File: src/rtl/lsu_pkg.sv
// lsu_pkg: shared size encodings, FSM states and alignment check for the load/store unit
package lsu_pkg;
  localparam logic [1:0] SZ_BYTE = 2'b00;
  localparam logic [1:0] SZ_HALF = 2'b01;
  localparam logic [1:0] SZ_WORD = 2'b10;

  typedef enum logic [1:0] {IDLE, RD, WR, RESP} lsu_state_t;

  // Size 11 has no encoding, so it is rejected together with the misaligned cases.
  function automatic logic misaligned(input logic [1:0] size, input logic [1:0] a);
    return (size == SZ_HALF && a[0]) || (size == SZ_WORD && a != 2'b00) || size == 2'b11;
  endfunction
endpackage

File: src/rtl/lsu_lanes.sv
// lsu_lanes: little-endian lane extract/extend for loads and lane merge for sub-word stores
module lsu_lanes
  import lsu_pkg::*;
(
  input  logic [31:0] word,
  input  logic [1:0]  addr,
  input  logic [1:0]  size,
  input  logic        sgn,
  input  logic [31:0] wdata,
  output logic [31:0] load_data,
  output logic [31:0] merged
);
  logic [4:0]  bsh;
  logic [4:0]  hsh;
  logic [7:0]  b;
  logic [15:0] h;
  logic [31:0] bmask;
  logic [31:0] hmask;

  // Select the addressed lane, extend it, and splice store data into the old word.
  always_comb begin
    bsh = {addr, 3'b000};
    hsh = {addr[1], 4'b0000};
    b = 8'(word >> bsh);
    h = 16'(word >> hsh);
    bmask = 32'h0000_00ff << bsh;
    hmask = 32'h0000_ffff << hsh;
    load_data = size == SZ_BYTE ? {{24{sgn & b[7]}}, b}
              : size == SZ_HALF ? {{16{sgn & h[15]}}, h}
              : word;
    merged = size == SZ_BYTE ? (word & ~bmask) | ({24'b0, wdata[7:0]} << bsh)
           : size == SZ_HALF ? (word & ~hmask) | ({16'b0, wdata[15:0]} << hsh)
           : wdata;
  end
endmodule

File: src/rtl/lsu.sv
// lsu: one-at-a-time load/store unit turning byte/half/word requests into dmem word accesses
module lsu
  import lsu_pkg::*;
#(
  parameter int n = 32,
  parameter int r = 7
) (
  input  logic         clk,
  input  logic         rst_n,
  input  logic         req_valid,
  output logic         req_ready,
  input  logic         req_write,
  input  logic [1:0]   req_size,
  input  logic         req_signed,
  input  logic [n-1:0] req_addr,
  input  logic [n-1:0] req_wdata,
  output logic         resp_valid,
  output logic [n-1:0] resp_rdata,
  output logic         resp_err,
  output logic [n-1:0] mem_addr,
  output logic [n-1:0] mem_wdata,
  output logic         mem_write,
  input  logic [n-1:0] mem_rdata
);
  lsu_state_t   state;
  lsu_state_t   nxt;
  logic         wr_q;
  logic [1:0]   size_q;
  logic         sgn_q;
  logic [r+1:0] addr_q;
  logic [n-1:0] wd_q;
  logic [n-1:0] load_data;
  logic [n-1:0] merged;
  logic         acc;
  logic         bad;
  logic         unused_addr;

  assign unused_addr = ^req_addr[n-1:r+2];
  assign req_ready   = state == IDLE;
  assign acc         = req_valid && req_ready;
  assign bad         = misaligned(req_size, req_addr[1:0]);
  assign resp_valid  = state == RESP;
  assign mem_write   = state == WR;
  assign mem_wdata   = state == WR ? wd_q : '0;
  assign mem_addr    = (state == RD || state == WR) ? {{(n-r){1'b0}}, addr_q[r+1:2]} : '0;

  lsu_lanes u_lanes (
    .word     (mem_rdata),
    .addr     (addr_q[1:0]),
    .size     (size_q),
    .sgn      (sgn_q),
    .wdata    (wd_q),
    .load_data(load_data),
    .merged   (merged)
  );

  // State register; async reset drops mem_write immediately since it decodes WR.
  always_ff @(posedge clk or negedge rst_n) begin
    if (!rst_n) state <= IDLE;
    else state <= nxt;
  end

  // Word stores skip the read; everything else that is legal reads first.
  always_comb begin
    nxt = state;
    case (state)
      IDLE: if (acc) nxt = bad ? RESP : (req_write && req_size == SZ_WORD) ? WR : RD;
      RD:   nxt = wr_q ? WR : RESP;
      WR:   nxt = RESP;
      RESP: nxt = IDLE;
      default: nxt = IDLE;
    endcase
  end

  // Latch the request; in RD either capture load data or fold the old word into the store data.
  always_ff @(posedge clk or negedge rst_n) begin
    if (!rst_n) begin
      wr_q <= 1'b0;
      size_q <= SZ_BYTE;
      sgn_q <= 1'b0;
      addr_q <= '0;
      wd_q <= '0;
      resp_rdata <= '0;
      resp_err <= 1'b0;
    end else if (acc) begin
      wr_q <= req_write;
      size_q <= req_size;
      sgn_q <= req_signed;
      addr_q <= req_addr[r+1:0];
      wd_q <= req_wdata;
      resp_rdata <= '0;
      resp_err <= bad;
    end else if (state == RD) begin
      if (wr_q) wd_q <= merged;
      else resp_rdata <= load_data;
    end
  end
endmodule

File: config.mk
export PLATFORM = sky130hd
export DESIGN_NAME = lsu
export DESIGN_NICKNAME = d
export VERILOG_FILES = /design/src/rtl/lsu_pkg.sv /design/src/rtl/lsu_lanes.sv /design/src/rtl/lsu.sv
export SDC_FILE = /design/constraint.sdc
export NUM_CORES = 1
export LEC_CHECK = 0
export ABC_AREA = 0
export BUFFER_PORTS_ARGS = -buffer_cell sky130_fd_sc_hd__buf_4
export CAP_MARGIN = 20
export CORE_UTILIZATION = 52
export DETAILED_ROUTE_END_ITERATION = 6
export PLACE_DENSITY = 0.86
export SKIP_LAST_GASP = 1
export SYNTH_ARGS = -nofsm -noshare
export SYNTH_HDL_FRONTEND = slang
export SYNTH_SLANG_ARGS = --single-unit
File: constraint.sdc
create_clock -name clk -period 4.45 [get_ports clk]
set_input_delay 0.6675 -clock clk [delete_from_list [all_inputs] [get_ports clk]]
set_output_delay 0.6675 -clock clk [all_outputs]
set_load 0.05 [all_outputs]
==> results by group <==
Synthesis
  – Yosys top cell by area: dfrtp_1
  – Mapped Area: ~0.0048 mm2
  – Synth Register Bits: 80
  – Register area share after synthesis: around two fifths
  – Top-area cell type share of the netlist area: 41.96%
  – Synth Instances: 520
  – YS warnings: 0
  – Area contributors post-synth: dfrtp_1, and2_1, nand2_1
  – Synth Flop Type: dfrtp_1
  – Ys async rst share: 100.0%
  – Synth cell types: 44
  – Post-synth EDFFs: 0
  – Mean Syn Cell Area: around 9.2 um2

Timing
  – Hold Fails Final Rpt: 0
  – Worst slew margin relative to its limit: roughly a third
  – Final Cycle Share: between 60 and 70%
  – Final Critical Period: 2.822 ns
  – Worst Clk Skew: around 0.008 ns
  – RSZ-0062 raised after global routing: false
  – Worst-Margin Slew: about 1 ns
  – Post-Route Setup TNS: 0 ns
  – Final Max Tran Viols: 0
  – Fmax: around 0.35 GHz
  – Final setup fails: 0

CTS
  – H-Tree Depth: 3
  – CTS resizes: 0
  – Clk root buf: clkbuf_8
  – Clk_lat worst skew: around 0.36 ns
  – Post-CTS Setup Repair Bufs: 0
  – Clock transition at path regs: around 0.080 ns
  – TritonCTS Buffers: 9
  – Clock sinks: 80
  – Clock buffer depth: 2
  – Post-cts hold buffer count: 0
  – CTS tree: done

Drt
  – Via count: 4,612
  – Average routed wire per standard cell: about 19 um
  – DRC viols: 18
  – Routed Antenna Nets: 0
  – Vias per cell: 6.045
  – First drt pass iteration count: 7
  – Post-Route WL: between 10 and 15 mm
  – Iteration-0 DRC Markers: around 440

Placement
  – Area post-placement: between 0.005 and 0.006 mm2
  – HPWL Detailed: 10.49 mm
  – GP Congestion: 0.9281
  – PortBufs: roughly 150

Global route
  – Initial antenna violation count: 0
  – Largest net degree at the start of global routing: 81
  – First-pass GRT wire length: roughly 23 mm
  – Vias in the first global route: 4,362
  – Gr ovfl total: 0
  – GRT Total Usage: between 30% and 40%

Floorplan
  – # rows: 34
  – IO Pins: slightly above 200
  – Core Area: 0.008806 mm2
  – Starting density of the core: a little over half
  – Die height: between 90 and 100 um
  – Die width: 97.79 um
  – Die footprint: between 0.009 and 0.01 mm2

Status
  – Violated checks: design-rule violations
  – Status: finished with violations

Finish
  – Final instance area: roughly 0.0060 mm2
  – Area Growth Syn to Fin: 26.07%
  – Nets: about 760
  – Fraction of layout cells with a size suffix above 1: between 20% and 30%
  – Filler cells: just under 700
  – N_diodes: 0

Pwr
  – Maximum vdd drop: ~0.46 mV
  – Total power: approximately 4.8 mW
  – Pwr dens: 792.7 mW/mm2
  – Leakage power: 2.928 nW

Worst setup path
  – Worst setup SP type: register
  – Arr. time, crit path: around 2.2 ns
  – Crit Path Category: reg -> out
  – FF-to-FF setup slack: roughly 1.7 ns
  – Reg-to-reg critical path startpoint: state[0]
  – R2r worst-path depth: 6
  – CP max FO: 34
  – Reg2reg end: resp_rdata[19]
  – Crit end category: output pin
  – Worst Path Required: approximately 3.8 ns

Worst hold path
  – Worst hold path class: in -> async

Run
  – Max Cap Viol: 0
per-layer routing:
layer | track usage, % | wire, um | up-vias
met1 | 39.42 | 5762 | 2191
li1 | - | - | 2062
met5 | 0 | 0 | -
met4 | 18.07 | 730 | 0
met3 | 5.154 | 1220 | 63
met2 | 48.12 | 6740 | 296
synth_stat cells, drive strengths merged, types with 2 or more instances:
| master | count |
|---|---|
| nor2b | 22 |
| mux2i | 10 |
| inv | 5 |
| and3b | 2 |
| nor3 | 3 |
| buf | 48 |
| or4b | 8 |
| a221oi | 8 |
| o31ai | 9 |
| a211oi | 22 |
| o311a | 2 |
| nand2 | 86 |
| a21oi | 3 |
| mux2 | 15 |
| nor2 | 12 |
| and3 | 8 |
| clkbuf | 13 |
| a22oi | 9 |
| a221o | 16 |
| o21ai | 62 |
| o22ai | 8 |
| dfrtp | 80 |
| ha | 5 |
| and2 | 54 |
critical path: stages, from the launching register on:
cell and delay (ns):
dfrtp_1 0.42, inv_1 0.12, ha_1 0.79, and2_1 0.25, buf_4 0.20
power by group:
part | internal (mW) | switching [mW] | leakage, nW | total, mW
registers | 1.05 | 0.355 | 1.01 | 1.40
clock network | 0.331 | 0.279 | 0.106 | 0.610
logic | 0.935 | 1.82 | 1.81 | 2.76
area by class of cell:
cell class / instances / area [um2] / area share, %
inverter: 5 / 18.77 / 0.3120
multi-input combinational: 398 / 2459 / 40.88
clock buffer: 11 / 141.4 / 2.351
sequential: 80 / 2002 / 33.28
timing repair buffer: 156 / 1179 / 19.60
clock inverter: 5 / 80.08 / 1.331
tap: 108 / 135.1 / 2.247
worst max-delay path by stage:
stage / slack [ns] / start / to
2_1_floorplan: 2.05 / state[0] / mem_wdata[10]
3_3_place_gp: 1.91 / state[0] / wd_q[31]
3_5_place_dp: 1.80 / state[0] / wd_q[30]
4_1_cts: 1.62 / state[0] / mem_wdata[18]
5_1_grt: 1.50 / state[0] / mem_wdata[18]
6_report: 1.63 / state[0] / mem_wdata[18]
placed cells by master (no fill, tap or decap), drive strengths merged, types with 9 or more instances in the layout:
cell type / count
buf: 156
nand2: 86
dfrtp: 80
o21ai: 62
and2: 54
conb: 25
nor2b: 22
a211oi: 22
a221o: 16
mux2: 15
nor2: 12
clkbuf: 11
mux2i: 10
o31ai: 9
a22oi: 9
per-stage QoR:
step                      utilization, %  instances  hold WS, ns  worst slack [ns]
after floorplan                        -        544       0.3719             2.047
after global placement             65.62        746       0.4513             1.908
after detailed placement           65.62        746       0.4576             1.803
after CTS                          68.13        762       0.4771             1.620
after global routing               68.30        763       0.4952             1.502
final                              68.30        763       0.4515             1.628
cells by family (layout without fill, tap and decap cells):
family | after synthesis | count (layout) | synth area share [%]
AOI/OAI and AO/OA | 141 | 141 | 20.35
DFF | 80 | 80 | 41.96
other | 1 | 25 | 0.07860
buffers and inverters | 66 | 177 | 8.445
muxes | 25 | 25 | 5.639
adders and majority gates | 5 | 5 | 1.311
and+or+nand+nor | 202 | 202 | 22.21
Note: power is estimated with default switching activity, not from simulation.
